File: config.mk
export PLATFORM = sky130hd
export DESIGN_NAME = ram_scan_reader
export DESIGN_NICKNAME = d
export VERILOG_FILES = /design/src/rtl/laoc_ram_pkg.sv /design/src/rtl/sync_edge.sv /design/src/rtl/ram_scan_reader.sv
export SDC_FILE = /design/constraint.sdc
export NUM_CORES = 1
export LEC_CHECK = 0
export ABC_AREA = 1
export CAP_MARGIN = 20
export CORE_UTILIZATION = 38
export CTS_CLUSTER_DIAMETER = 120
export CTS_CLUSTER_SIZE = 24
export DETAILED_ROUTE_END_ITERATION = 8
export SLEW_MARGIN = 20
export SYNTH_ARGS = -nofsm -noshare
export SYNTH_HDL_FRONTEND = slang
export SYNTH_SLANG_ARGS = --single-unit
File: constraint.sdc
create_clock -name CLOCK_50 -period 2 [get_ports CLOCK_50]
set_input_delay 0.3 -clock CLOCK_50 [delete_from_list [all_inputs] [get_ports CLOCK_50]]
set_output_delay 0.3 -clock CLOCK_50 [all_outputs]
set_load 0.01 [all_outputs]
File: src/rtl/laoc_ram_pkg.sv
// Shared definitions for the 32x8 RAM lab blocks (switch writer and scan reader).
// Contents:
//   ADDR_W_DEFAULT / DATA_W_DEFAULT  default RAM geometry
//   scan_state_t                     scan reader FSM encoding (IDLE=0, ISSUE=1, WAIT=2, SHOW=3)
//   count_width()                    width of a down-counter that must hold max_count-1
package laoc_ram_pkg;

    localparam int ADDR_W_DEFAULT = 5;
    localparam int DATA_W_DEFAULT = 8;

    typedef enum logic [1:0] {
        ST_IDLE  = 2'd0,
        ST_ISSUE = 2'd1,
        ST_WAIT  = 2'd2,
        ST_SHOW  = 2'd3
    } scan_state_t;

    // A counter loaded with max_count-1 and run down to zero needs clog2(max_count)
    // bits, but never fewer than one so the declaration stays legal for max_count=1.
    function automatic int count_width(input int max_count);
        return (max_count > 1) ? $clog2(max_count) : 1;
    endfunction

endpackage

File: src/rtl/sync_edge.sv
// Two-flop synchronizer for an asynchronous pushbutton/switch input, with a
// rising-edge detector on the synchronized level.
// Ports:
//   clk       in  system clock, rising edge
//   reset     in  synchronous, active-high; clears all three flops
//   async_in  in  raw asynchronous input
//   level     out synchronized level (two clocks behind async_in)
//   rise      out one-cycle pulse in the cycle that level first reads 1
module sync_edge (
    input  logic clk,
    input  logic reset,
    input  logic async_in,
    output logic level,
    output logic rise
);

    logic meta;
    logic sync;
    logic sync_d;

    // meta may go metastable; sync is the first flop safe to use. sync_d holds the
    // previous synchronized value so a rising edge can be spotted combinationally,
    // keeping the pulse aligned with the first cycle that level is high.
    always_ff @(posedge clk) begin
        if (reset) begin
            meta   <= 1'b0;
            sync   <= 1'b0;
            sync_d <= 1'b0;
        end else begin
            meta   <= async_in;
            sync   <= meta;
            sync_d <= sync;
        end
    end

    assign level = sync;
    assign rise  = sync & ~sync_d;

endmodule

File: src/rtl/ram_scan_reader.sv
// Read-side companion to the switch-driven RAM writer. Sweeps the RAM read port one
// word at a time and holds each address/data pair for the HEX display decoders.
// Auto-advances with a fixed dwell per word while run is high, or advances one word
// per step press.
// Ports:
//   CLOCK_50    in   system clock, rising edge
//   reset       in   synchronous, active-high
//   run         in   async level, 1 = auto-advance
//   step        in   async, each rising edge advances one word
//   mem_q       in   RAM read data
//   mem_addr    out  registered RAM address, stable from ISSUE until capture
//   mem_rden    out  RAM read enable, high in ISSUE and WAIT
//   disp_addr   out  address of the displayed word
//   disp_data   out  displayed word
//   disp_valid  out  set by the first capture, cleared only by reset
//   wrap        out  one-cycle pulse when the sweep pointer wraps LAST_ADDR -> 0
//   busy        out  high in ISSUE or WAIT
module ram_scan_reader
    import laoc_ram_pkg::*;
#(
    parameter int ADDR_W    = ADDR_W_DEFAULT,
    parameter int DATA_W    = DATA_W_DEFAULT,
    parameter int LAST_ADDR = 2**ADDR_W - 1,
    parameter int READ_LAT  = 1,
    parameter int DWELL     = 25_000_000
) (
    input  logic              CLOCK_50,
    input  logic              reset,
    input  logic              run,
    input  logic              step,
    input  logic [DATA_W-1:0] mem_q,
    output logic [ADDR_W-1:0] mem_addr,
    output logic              mem_rden,
    output logic [ADDR_W-1:0] disp_addr,
    output logic [DATA_W-1:0] disp_data,
    output logic              disp_valid,
    output logic              wrap,
    output logic              busy
);

    localparam int LAT_W = count_width(READ_LAT);
    localparam int DW_W  = count_width(DWELL);
    localparam logic [ADDR_W-1:0] LAST = ADDR_W'(LAST_ADDR);

    scan_state_t       state;
    scan_state_t       state_next;
    logic [ADDR_W-1:0] cur_addr;
    logic [LAT_W-1:0]  lat_cnt;
    logic [DW_W-1:0]   dwell;

    logic run_s;
    logic step_pulse;
    logic run_rise_unused;
    logic step_level_unused;

    logic load_addr;
    logic load_lat;
    logic dec_lat;
    logic capture;
    logic dec_dwell;

    // run is consumed as a level and step as an edge; the spare outputs of each
    // synchronizer are deliberately left unused.
    sync_edge u_run_sync (
        .clk      (CLOCK_50),
        .reset    (reset),
        .async_in (run),
        .level    (run_s),
        .rise     (run_rise_unused)
    );

    sync_edge u_step_sync (
        .clk      (CLOCK_50),
        .reset    (reset),
        .async_in (step),
        .level    (step_level_unused),
        .rise     (step_pulse)
    );

    // State register only; all decisions live in the combinational block below.
    always_ff @(posedge CLOCK_50) begin
        if (reset) begin
            state <= ST_IDLE;
        end else begin
            state <= state_next;
        end
    end

    // Next-state and datapath strobes. A step pulse in SHOW wins over run and throws
    // away whatever dwell is left. A step pulse arriving in ISSUE or WAIT is simply
    // not looked at, so it is dropped rather than queued. With run low, SHOW neither
    // counts nor leaves, which freezes the dwell counter.
    always_comb begin
        state_next = state;
        load_addr  = 1'b0;
        load_lat   = 1'b0;
        dec_lat    = 1'b0;
        capture    = 1'b0;
        dec_dwell  = 1'b0;
        case (state)
            ST_IDLE: begin
                if (run_s || step_pulse) begin
                    state_next = ST_ISSUE;
                    load_addr  = 1'b1;
                end
            end
            ST_ISSUE: begin
                state_next = ST_WAIT;
                load_lat   = 1'b1;
            end
            ST_WAIT: begin
                if (lat_cnt == '0) begin
                    state_next = ST_SHOW;
                    capture    = 1'b1;
                end else begin
                    dec_lat = 1'b1;
                end
            end
            ST_SHOW: begin
                if (step_pulse) begin
                    state_next = ST_ISSUE;
                    load_addr  = 1'b1;
                end else if (run_s) begin
                    if (dwell == '0) begin
                        state_next = ST_ISSUE;
                        load_addr  = 1'b1;
                    end else begin
                        dec_dwell = 1'b1;
                    end
                end
            end
            default: begin
                state_next = ST_IDLE;
            end
        endcase
    end

    // Address, latency and dwell counters plus the display registers. mem_addr is
    // loaded only on entry to ISSUE so the RAM sees a stable address for the whole
    // read. The display is written only at the capture, so it keeps the previous
    // word through ISSUE/WAIT. Reset wipes everything, which also aborts a read in
    // flight before it can be captured.
    always_ff @(posedge CLOCK_50) begin
        if (reset) begin
            mem_addr   <= '0;
            cur_addr   <= '0;
            lat_cnt    <= '0;
            dwell      <= '0;
            disp_addr  <= '0;
            disp_data  <= '0;
            disp_valid <= 1'b0;
            wrap       <= 1'b0;
        end else begin
            wrap <= 1'b0;

            if (load_addr) begin
                mem_addr <= cur_addr;
            end

            if (load_lat) begin
                lat_cnt <= LAT_W'(READ_LAT - 1);
            end else if (dec_lat) begin
                lat_cnt <= lat_cnt - LAT_W'(1);
            end

            if (capture) begin
                disp_data  <= mem_q;
                disp_addr  <= cur_addr;
                disp_valid <= 1'b1;
                dwell      <= DW_W'(DWELL - 1);
                if (cur_addr == LAST) begin
                    cur_addr <= '0;
                    wrap     <= 1'b1;
                end else begin
                    cur_addr <= cur_addr + ADDR_W'(1);
                end
            end else if (dec_dwell) begin
                dwell <= dwell - DW_W'(1);
            end
        end
    end

    assign busy     = (state == ST_ISSUE) || (state == ST_WAIT);
    assign mem_rden = busy;

endmodule
==> results of run 1 <==
-- sequential cells by signal, summed over array words and instances (netlist names) --
register,cells
cur_addr,5
disp_addr,5
disp_data,8
disp_valid,1
dwell,25
lat_cnt,1
mem_addr,5
state,2
u_run_sync.level,1
u_run_sync.meta,1
u_step_sync.level,1
u_step_sync.meta,1
u_step_sync.sync_d,1
wrap,1
-- per-stage QoR --
stage,power (mW),util [%],setup WS [ns],cells
2_1_floorplan,3.638,-,0.3226,426
3_3_place_gp,4.303,45.67,0.1579,552
3_5_place_dp,4.329,45.67,0.08826,552
4_1_cts,5.726,49.13,0.01167,568
5_1_grt,6.235,49.42,0.003126,569
6_report,5.758,49.42,0.06537,569
-- area by class of cell --
| cell class | instances | area [um2] | area share, % |
|---|---|---|---|
| Timing Repair Buffer | 43 | 404.1 | 11.04 |
| Inverter | 38 | 142.6 | 3.896 |
| Sequential cell | 58 | 1162 | 31.75 |
| Clock inverter | 4 | 98.84 | 2.700 |
| Clock buffer | 12 | 145.1 | 3.964 |
| Tap cell | 99 | 123.9 | 3.383 |
| Multi-Input combinational cell | 315 | 1584 | 43.27 |
-- cell usage after synthesis (3+ instances only) --
cell and count:
nor2_4 3, xnor2_1 5, nor2_1 78, o21ai_0 8, clkbuf_1 4, nor3_1 4, xor2_1 9, a21oi_1 31
ha_1 9, dfxtp_1 58, nand3_1 44, nand2_1 99, buf_1 4, nor2_2 7, nand4_1 8, inv_1 36
-- kinds of logic after synthesis --
logic type                 after synthesis  share of synthesized area (%)
and+or+nand+nor                        249                          36.99
buffers and inverters                   54                          8.603
AOI/OAI and AO/OA                       42                          7.339
DFF                                     58                          39.14
adders and majority gates                9                          3.796
xor gates and xnor gates                14                          4.133
-- placed cells by master (no fill, tap or decap), types with 7 or more instances in the layout --
cell type,instances
a21oi_1,31
buf_4,10
clkbuf_8,10
clkdlybuf4s50_1,32
dfxtp_1,57
ha_1,8
inv_1,35
nand2_1,99
nand3_1,44
nand4_1,8
nor2_1,78
nor2_2,7
o21ai_0,8
xor2_1,9
-- repair_timing --
action | 4_1_cts | 5_1_grt
hold buffers | 0 | 0
endpoints found under the setup margin | 2 | 19
hold endpoints to repair | 0 | 0
gates cloned | 0 | 1
resized for setup | 3 | 2
-- path summary, 6_finish.rpt --
path	slack [ns]	to	depth (start not counted)	start
max	0.07	mem_rden	3	state[0]$_SDFFE_PP0P_
min reg2reg	0.40	u_run_sync.level$_SDFF_PP0_	2	u_run_sync.meta$_SDFF_PP0_
min	0.40	u_run_sync.level$_SDFF_PP0_	2	u_run_sync.meta$_SDFF_PP0_
max reg2reg	0.22	dwell[8]$_SDFFE_PP0P_	12	dwell[0]$_SDFFE_PP0P_
-- power breakdown --
part	internal (mW)	total (mW)	switching [mW]
Clock	0.865	1.36	0.498
Sequential	1.37	1.59	0.225
Combinational	1.06	2.80	1.74
-- critical path: cells and delay by family (launching register included) --
kind,cells,cell delay (ns)
DFF,1,0.36
adders and majority gates,1,0.30
buffers and inverters,2,0.63
-- per-layer routing --
layer	track usage [%]	vias to the layer above	wire (um)
met3	4.630	10	238
met1	23.11	1326	3657
met5	0	-	0
li1	-	1442	-
met4	7.661	0	124
met2	29.33	44	3388
==> flow_summary.yaml, run 1 <==
timing:
  whs_ns: 0.4020
  rsz0062_at_grt: "false"
  relSlewSlack_pct: 72.78
  finalWorstPathRequiredPeriod_ns: 1.935
  final-setup-viol-count: 0
  drv_slew: 0
  timing.final.crit_share_pct: 96.73
  max_freq_mhz: 516.9
  worstMarginPinSlew_ns: 0.4032
  hold_violations: 0
  fin_skew_ns: 0.007949
  setup_tns_ns: 0
logic_synthesis:
  synth_top_cell_area_share_pct: 39.14
  synth-edff-count: 0
  synth_top_area_cell: "dfxtp_1"
  synth_cells: 426
  seq_area_frac_synth_pct: 39.14
  netlist_area_um2: 2967
  synth_ff_type: "dfxtp_1"
  yosys_warnings: 0
  synth-seq-cells: 58
  netlist_top_cells_area: "dfxtp_1 (39%), nand2_1 (13%), nor2_1 (9.9%)"
  synthArstFlopShare_pct: 0
  syn_nets: 447
  yosysUniqueCellTypes: 31
  synth_area_per_cell_um2: 6.964
clock_tree:
  htreeDepth: 3
  cts_root_buf: "clkbuf_8"
  cts_tree: "built"
  path_clk_slew_ns: 0.07
  clock_latency_ns: 0.35
  numCtsBuffers: 9
  cts_buffer_depth: 2
  clock-sinks: 58
  post-cts-setup-buffer-count: 0
final_layout:
  syn_to_final_growth_pct: 23.41
  nets: 486
  drive_gt1_share_pct: 8.936
  finalInstanceArea_um2: 3661
  nFillCells: 750
  diodes: 0
floorplan:
  core_um2: 7408
  start_util_pct: 40.04
  dieArea_um2: 8164
  rows: 31
  fp.dieW_um: 90.36
  io_pins: 34
  die_height_um: 90.36
detailed_routing:
  viasPerCell: 4.960
  drc: 0
  firstDrtPassIters: 4
  detail_route.wl_per_cell_um: 13.02
  drtAntennaViolNets: 0
  routed_wl_mm: 7.410
  via_count: 2822
  first_iter_violations: 122
pwr:
  p_leak_nw: 1.593
  power.density_nw_per_um2: 1573
  ir_worst_vdd_v: 0.0005657
flow_run:
  maxCapViolations: 0
critical_path:
  cp-end-kind: "output pin"
  cp.required_ns: 1.70
  start_kind: "register"
  crit_path_max_fanout: 4
  path_cells: "inv_1 -> ha_4 -> clkdlybuf4s50_1"
  cpPeakStageDelay_ns: 0.53
  crit_type: "reg -> out"
  cpMaxStageDelayCell: "clkdlybuf4s50_1"
  crit_arrival_ns: 1.63
global_routing:
  antenna_found_initial: 0
  grt_pass1_wl_mm: 11.82
  grt_overflow: 0
  grt_pass1_vias: 2550
  grt_max_degree: 39
  grt_usage_pct: 18.23
min_path:
  hold_path.class: "reg -> reg"
outcome:
  outcome: "completed"
place:
  place.port_buffers: 33
  gp_congestion: 0.8731
  dpl.hpwl_mm: 5.034
  place_area_um2: 3383
Note: power is estimated with default switching activity, not from simulation.
==> run 2, diff against run 1 <==
Settings changed: SLEW_MARGIN 20 to not set.
==> results of run 2 <==
Same layout as run 1: the final DEF is identical, and so are final timing and power.
